<file path="config.mk">
export PLATFORM = sky130hd
export DESIGN_NAME = smmha_engine_flat
export DESIGN_NICKNAME = d
export VERILOG_FILES = /design/src/rtl/smmha_engine_if.sv /design/src/rtl/smmha_engine.sv /design/src/flat_wrapper.sv
export SDC_FILE = /design/constraint.sdc
export NUM_CORES = 2
export LEC_CHECK = 0
export ABC_AREA = 1
export CORE_AREA = 3 3 297 299
export DETAILED_ROUTE_END_ITERATION = 7
export DIE_AREA = 0 0 300 302
export HOLD_SLACK_MARGIN = 0.12
export PLACE_DENSITY = 0.52
export SYNTH_ARGS = -nofsm -noshare
export SYNTH_HDL_FRONTEND = slang
export SYNTH_SLANG_ARGS = --single-unit
</file>
<file path="constraint.sdc">
create_clock -name clk_i -period 14.9 [get_ports clk_i]
set_input_delay 2.235 -clock clk_i [delete_from_list [all_inputs] [get_ports clk_i]]
set_output_delay 2.235 -clock clk_i [all_outputs]
set_load 0.05 [all_outputs]
</file>
<file path="src/rtl/smmha_engine_if.sv">
// smmha engine stream interface
// a: source stream into the engine, d: result stream out of it
interface smmha_engine_if #(
  parameter int DATA_W = 32
) ();

  logic              a_valid;
  logic [DATA_W-1:0] a_data;
  logic              a_ready;
  logic              d_valid;
  logic [DATA_W-1:0] d_data;
  logic              d_ready;

  modport master (
    output a_valid,
    output a_data,
    input  a_ready,
    input  d_valid,
    input  d_data,
    output d_ready
  );

  modport slave (
    input  a_valid,
    input  a_data,
    output a_ready,
    output d_valid,
    output d_data,
    input  d_ready
  );

endinterface

</file>
<file path="src/rtl/smmha_engine.sv">
// smmha streaming engine
// element-wise op against a latched scalar, 2-stage pipe
module smmha_engine #(
  parameter int DATA_W = 32,
  parameter int LEN_W  = 16
) (
  input  logic              clk_i,
  input  logic              rst_ni,
  input  logic              clear_i,
  input  logic              start_i,
  input  logic [LEN_W-1:0]  len_i,
  input  logic [DATA_W-1:0] operand_i,
  input  logic [1:0]        operation_i,
  smmha_engine_if.slave     bus,
  output logic [LEN_W-1:0]  cnt_o,
  output logic              busy_o,
  output logic              done_o
);

  localparam int SH_W = $clog2(DATA_W);

  typedef enum logic [0:0] {
    S_IDLE,
    S_RUN
  } state_e;

  typedef enum logic [1:0] {
    OP_ADD,
    OP_SUB,
    OP_MUL,
    OP_SRA
  } op_e;

  state_e            state_q;
  state_e            state_d;
  logic              done_q;
  logic              done_d;

  logic [LEN_W-1:0]  len_q;
  logic [DATA_W-1:0] opnd_q;
  op_e               op_q;

  logic [LEN_W-1:0]  in_cnt_q;
  logic [LEN_W-1:0]  cnt_q;

  logic              s1_valid_q;
  logic [DATA_W-1:0] s1_data_q;
  logic              s2_valid_q;
  logic [DATA_W-1:0] s2_data_q;

  logic              run;
  logic              adv2;
  logic              a_ready;
  logic              in_fire;
  logic              out_fire;
  logic              last_out;
  logic              start_ok;
  logic [DATA_W-1:0] result;

  assign run      = (state_q == S_RUN);
  assign adv2     = s1_valid_q & (~s2_valid_q | bus.d_ready);
  assign a_ready  = run & (in_cnt_q < len_q)
                  & (~s1_valid_q | adv2);
  assign in_fire  = bus.a_valid & a_ready;
  assign out_fire = s2_valid_q & bus.d_ready;
  assign last_out = ((cnt_q + LEN_W'(1)) == len_q);
  assign start_ok = (state_q == S_IDLE) & start_i;

  assign bus.a_ready = a_ready;
  assign bus.d_valid = s2_valid_q;
  assign bus.d_data  = s2_data_q;
  assign cnt_o       = cnt_q;
  assign busy_o      = run;
  assign done_o      = done_q;

  // element operation against the latched scalar
  always_comb begin
    result = '0;
    unique case (op_q)
      OP_ADD: result = bus.a_data + opnd_q;
      OP_SUB: result = bus.a_data - opnd_q;
      OP_MUL: result = bus.a_data * opnd_q;
      OP_SRA: result = $signed(bus.a_data)
                       >>> opnd_q[SH_W-1:0];
      default: result = '0;
    endcase
  end

  // job sequencing: clear wins, zero-length jobs finish at once
  always_comb begin
    state_d = state_q;
    done_d  = 1'b0;
    if (clear_i) begin
      state_d = S_IDLE;
    end else begin
      unique case (state_q)
        S_IDLE: begin
          if (start_i) begin
            if (len_i == '0) begin
              done_d = 1'b1;
            end else begin
              state_d = S_RUN;
            end
          end
        end
        S_RUN: begin
          if (out_fire && last_out) begin
            state_d = S_IDLE;
            done_d  = 1'b1;
          end
        end
        default: state_d = S_IDLE;
      endcase
    end
  end

  // state and done-pulse registers
  always_ff @(posedge clk_i or negedge rst_ni) begin
    if (!rst_ni) begin
      state_q <= S_IDLE;
      done_q  <= 1'b0;
    end else begin
      state_q <= state_d;
      done_q  <= done_d;
    end
  end

  // job configuration and progress counters
  always_ff @(posedge clk_i or negedge rst_ni) begin
    if (!rst_ni) begin
      len_q    <= '0;
      opnd_q   <= '0;
      op_q     <= OP_ADD;
      in_cnt_q <= '0;
      cnt_q    <= '0;
    end else if (clear_i) begin
      in_cnt_q <= '0;
      cnt_q    <= '0;
    end else if (start_ok) begin
      len_q    <= len_i;
      opnd_q   <= operand_i;
      op_q     <= op_e'(operation_i);
      in_cnt_q <= '0;
      cnt_q    <= '0;
    end else begin
      if (in_fire) begin
        in_cnt_q <= in_cnt_q + LEN_W'(1);
      end
      if (out_fire) begin
        cnt_q <= cnt_q + LEN_W'(1);
      end
    end
  end

  // stage 2: output register, holds while the sink stalls
  always_ff @(posedge clk_i or negedge rst_ni) begin
    if (!rst_ni) begin
      s2_valid_q <= 1'b0;
      s2_data_q  <= '0;
    end else if (clear_i) begin
      s2_valid_q <= 1'b0;
    end else if (adv2) begin
      s2_valid_q <= 1'b1;
      s2_data_q  <= s1_data_q;
    end else if (out_fire) begin
      s2_valid_q <= 1'b0;
    end
  end

  // stage 1: captures the computed element
  always_ff @(posedge clk_i or negedge rst_ni) begin
    if (!rst_ni) begin
      s1_valid_q <= 1'b0;
      s1_data_q  <= '0;
    end else if (clear_i) begin
      s1_valid_q <= 1'b0;
    end else if (in_fire) begin
      s1_valid_q <= 1'b1;
      s1_data_q  <= result;
    end else if (adv2) begin
      s1_valid_q <= 1'b0;
    end
  end

endmodule

</file>
<file path="src/flat_wrapper.sv">
// flat-port wrapper written by rule: the top's interface ports become plain ports
module smmha_engine_flat 
#(
  parameter int DATA_W = 32,
  parameter int LEN_W  = 16
)
  (clk_i, rst_ni, clear_i, start_i, len_i, operand_i, operation_i, cnt_o, busy_o, done_o, bus_a_valid, bus_a_data, bus_a_ready, bus_d_valid, bus_d_data, bus_d_ready);
  smmha_engine_if #(.DATA_W(DATA_W)) bus_i ();
  input  logic clk_i;
  input  logic rst_ni;
  input  logic clear_i;
  input  logic start_i;
  input  logic [LEN_W-1:0] len_i;
  input  logic [DATA_W-1:0] operand_i;
  input  logic [1:0] operation_i;
  output logic [LEN_W-1:0] cnt_o;
  output logic busy_o;
  output logic done_o;
  input wire logic [$bits(bus_i.a_valid)-1:0] bus_a_valid;
  input wire logic [$bits(bus_i.a_data)-1:0] bus_a_data;
  output wire logic [$bits(bus_i.a_ready)-1:0] bus_a_ready;
  output wire logic [$bits(bus_i.d_valid)-1:0] bus_d_valid;
  output wire logic [$bits(bus_i.d_data)-1:0] bus_d_data;
  input wire logic [$bits(bus_i.d_ready)-1:0] bus_d_ready;
  assign bus_i.a_valid = bus_a_valid;
  assign bus_i.a_data = bus_a_data;
  assign bus_a_ready = bus_i.a_ready;
  assign bus_d_valid = bus_i.d_valid;
  assign bus_d_data = bus_i.d_data;
  assign bus_i.d_ready = bus_d_ready;
  smmha_engine #(.DATA_W(DATA_W), .LEN_W(LEN_W)) u_core (.clk_i(clk_i), .rst_ni(rst_ni), .clear_i(clear_i), .start_i(start_i), .len_i(len_i), .operand_i(operand_i), .operation_i(operation_i), .bus(bus_i), .cnt_o(cnt_o), .busy_o(busy_o), .done_o(done_o));
endmodule
</file>
; ---- After elaboration in Yosys (flattened, before gate mapping)
; Cells that the tools add are included.
[totals]
ff_bits = 150
in_bits = 88
out_inout_bits = 52
elab_cells = 67
[classes]
n_addsub = 4
multipliers = 1
order_cmp = 1
eq_ne = 4
n_shift = 1
n_mux = 23
bitwise_logic = 12
reduce_logical = 10
[op_table]
columns = op, n
row1 = $pmux 32 s4, 1
row2 = $mux 16, 6
row3 = $add 16x1->16 const B, 2
row4 = $add 32x32->32, 1
row5 = $mul 32x32->32, 1
row6 = $sshr 32x5->32, 1
row7 = $sub 32x32->32, 1
row8 = $eq 16x16->1, 1
row9 = $logic_not 16->1, 1
row10 = $lt 16x16->1, 1
row11 = $mux 1, 14
row12 = $reduce_bool 3->1, 4
row13 = $and 1x1->1, 6
row14 = $reduce_and 2->1, 3
row15 = $eq 2x2->1 const B, 2
row16 = $not 1->1, 4
row17 = $pmux 1 s2, 2
row18 = $eq 2x1->1 const B, 1
row19 = $logic_not 2->1, 1
row20 = $or 1x1->1, 2
row21 = $logic_and 1x1->1, 1

; ---- Depth between registers and ports, before layout
[logic_depth]
depth_word = 9
ltp_mapped = 34
depth_no_buf = 32

; ---- Worst setup path before layout
; Ideal clock, no wire load.
[synth_path]
kind = input to register
from = in bus_a_data[12]
to = reg u_core.s1_data_q[30]
setup_ns = 0.126
arrival_ns = 8.318
t_required_ns = 14.774
slack_ns = 6.456
stages = 28
path_buffers = 2
path_cell_list = clkbuf_1 buf_1 nand2_1 fa_1 inv_1 fa_1 inv_1 fa_1 inv_1 fa_1 inv_1 fa_1 fa_1 inv_1 fa_1 fa_1 ha_1 inv_1 nor3_1 nand2_1 nor4_1 nand2_1 nand2_1 a21oi_1 o21ai_0 nand3_1 nand2_1 o21ai_0
[synth_via]
elab_chain_cells = 2
word_cells_on_any_way = 5
cone_classes = add/sub: 2 / mul: 1 / shift: 1 / mux: 1
[synth_rtl]
columns = item, line_no
row1 = start: declaration, flat_wrapper.sv:20  ; input wire logic [$bits(bus_i.a_data)-1:0] bus_a_data;
row2 = "$mul 32x32->32, or another cell as far along", smmha_engine.sv:82  ; OP_MUL: result = bus.a_data * opnd_q;
row3 = $pmux 32 s4 (*), smmha_engine.sv:79  ; unique case (op_q)
row4 = end signal: assignment, smmha_engine.sv:179  ; s1_data_q <= result;
row5 = end: declaration, smmha_engine.sv:47  ; logic [DATA_W-1:0] s1_data_q;
; Mark *: on every way between the ends. The rest lies on a longest branch, timed or not.
; A chain may end at the register's enable or synchronous reset.

; ---- Worst setup path in the final report
[layout_path]
from = in bus_a_data[5]
to = reg u_core.s1_data_q[29]
; The elaborated chain is that of the path after synthesis.

==> results.md <==
* DR iter-0 viols at 1,878
* Mux cell area share after synthesis at 0.00595
* Critical path fanouts, max at 19
* Setup ws final at 5.67 ns
* RSZ-0062 raised after global routing: no
* R2R Setup Slk at 7.09 ns
* Routed Antenna Nets at 0
* YS warnings at 0
* Post-synthesis compound-gate area fraction at 0.0951
* Drt pass-1 iters at 5
* Final Setup Violations at 0
* CTS Buf Count at 17
* IO Pins at 140
* CTS Sinks at 150
* Initial antenna violation count at 2
* Total gr overflow at 0
* Diode count at 0
* Synthesized-area fraction occupied by adder cells at 0.367
* Buffers inserted by post-CTS timing repair at 0
* Die Width at 300 um
* Clock-pin slew on the worst setup and hold paths at 0.06 ns
* Yosys reg bits at 150
* Worst skew pair latency at 0.46 ns
* Syn Std Cell Area at 28,200 um2
* Register area share after synthesis at 0.133
* Achievable frequency at 0.108 GHz
* Hold Buf Count CTS at 0
* Worst slew pin tran at 1.14 ns
* Vias post-DR at 25,100
* Routed WL at 95,500 um
* Number of global-route vias before repair at 25,600
* Primary FF master, synth: dfrtp_1
* Syn Inst Count at 3,994
* Clock skew at 0.0132 ns
* Final Max Tran Viols at 0
* Period utilization at 0.619
* Worst setup EP type: flop
* Die area at 90,600 um2
* Final Wtd Congestion at 0.957
* Largest net degree at the start of global routing at 93
* Avg WL per Cell at 18.4 um
* Synth cell types at 57
* Longest Clk Path Bufs at 2
* Synth Net Count at 4,664
* Num rows at 107
* Clk root buf: clkbuf_16
* Synth-to-Final Area Change at 11.0%
* Hold Crit Class: flop to flop
* Worst path required time at 15.29 ns
* Fin crit period at 9.23 ns
* H-Tree Depth at 4
* Synth Area in XOR/XNOR at 0.0213
* Number of enable flip-flop cells after synthesis at 0
* Pre-CTS setup slack at 5.24 ns
* Core ar. at 85,400 um2
* CTS tree: yes
* Nets@finish at 4,694
* Worst Path Arrival at 9.62 ns
* Asr flop ratio synth at 1.00
* First-pass GRT wire length at 150,000 um
* Die Y at 302 um
* Detailed placement HPWL at 76,100 um
* DRC at 0
* Synth Area in Simple Gates at 0.222
* Max-slew headroom at 0.243
* Setup TNS Final at 0 ns
* Startpoint types: input pin
* Via/cell ratio at 4.84
* Largest family of logic cells by synthesized area: adder cells
* Syn Area/Cell at 7.06 um2
* Hold Fails Final Rpt at 0
* Layout cells sized above 1 at 0.0297
* Post-cts resize count at 0
* Commonest non-fill, non-tap cell in the layout: nand2_1
* Initial core utilization at 0.330
* Status: complete, no violations
* GRT Total Usage at 0.215
* Buffers on Ports at 139
* WS Path Type: input pin to flop
* Max-Cap Viols at 0
* Commonest non-fill, non-tap cells in the layout: nand2_1, inv_1, fa_1, o21ai_0, ha_1
Yosys cell counts, drive strengths merged (6+ instances only):
cell	number	area (um2)
fa	409	8190
o21ai	258	1290
a31oi	10	62.6
a21boi	9	67.6
nand3b	9	67.6
nand3	149	768
clkbuf	116	435
nor2	153	606
a21o	9	67.6
nand2	1141	4290
dfrtp	150	3750
nand4	29	181
o211ai	11	82.6
o22ai	14	87.6
ha	173	2160
a21oi	147	736
xor2	53	464
o21bai	8	60.1
inv	966	3630
nor3	32	188
mux2	14	158
buf	63	295
nor4	17	106
a211oi	6	45.0
xnor2	13	114
through the flow:
step | hold WS, ns | instances | utilization | area [um2]
2_1_floorplan | 0.445 | 3994 | - | 28200
3_3_place_gp | 0.467 | 5149 | 0.359 | 30700
3_5_place_dp | 0.467 | 5149 | 0.359 | 30700
4_1_cts | 0.485 | 5181 | 0.366 | 31300
5_1_grt | 0.509 | 5181 | 0.366 | 31300
6_report | 0.485 | 5181 | 0.366 | 31300
cell type report:
cell class / instances / area (um2)
Sequential cell: 150 / 3760
Clock inverter: 9 / 118
Multi-Input combinational cell: 2694 / 20100
Inverter: 971 / 3640
Tap cell: 1144 / 1430
Clock buffer: 23 / 478
Fill cell: 9295 / 54100
Timing Repair Buffer: 190 / 1780
kinds of logic (layout without fill, tap and decap cells):
family / after synthesis / after routing
simple gates: 1539 / 1539
buf+inv: 1150 / 1193
fa+ha+maj: 582 / 582
compound gates: 491 / 491
flops: 150 / 150
xor+xnor: 67 / 67
mux: 15 / 15
critical path, stage by stage:
cell and delay, ns:
clkdlybuf4s50_1 0.47, buf_4 0.34, buf_4 0.37, nand2_1 0.12, fa_1 0.53, inv_1 0.05, fa_1 0.47, inv_1 0.05
fa_1 0.47, fa_1 0.55, inv_1 0.06, fa_1 0.55, fa_1 0.45, fa_1 0.51, fa_1 0.43, ha_1 0.38
nand2_1 0.15, nor3_1 0.38, nand3_1 0.20, nand4_1 0.11, nand3_1 0.31, nand3_1 0.23, nand2_1 0.09, nand2_1 0.08
final timing paths:
kind | start | to | depth (start not counted)
max | bus_a_data[5] | u_core.s1_data_q[29] | 24
min | u_core.bus.d_data[6] | u_core.bus.d_data[6] | 2
max reg2reg | u_core.opnd_q[3] | u_core.s1_data_q[30] | 27
min reg2reg | u_core.bus.d_data[6] | u_core.bus.d_data[6] | 2
max in group asynchronous | rst_ni | u_core.bus.d_data[13] | 2
min in group asynchronous | rst_ni | u_core.len_q[3] | 1
per-layer routing:
| metal | routed length, um | global-route usage | vias to the layer above |
|---|---|---|---|
| met5 | 13 | 0 | - |
| met4 | 1670 | 0.0429 | 2 |
| met3 | 4700 | 0.0189 | 99 |
| met2 | 43700 | 0.351 | 665 |
| met1 | 45400 | 0.311 | 12300 |
| li1 | - | - | 12000 |
state kept, by name, summed over array words and instances (netlist names):
signal              count
u_core.bus.d_data      32
u_core.bus.d_valid      1
u_core.busy_o           1
u_core.cnt_o           16
u_core.done_o           1
u_core.in_cnt_q        16
u_core.len_q           16
u_core.op_q             2
u_core.opnd_q          32
u_core.s1_data_q       32
u_core.s1_valid_q       1
Power is left out: the tool's default activity adds up to more than one toggle a clock period on the data nets, which glitch-free logic cannot reach.
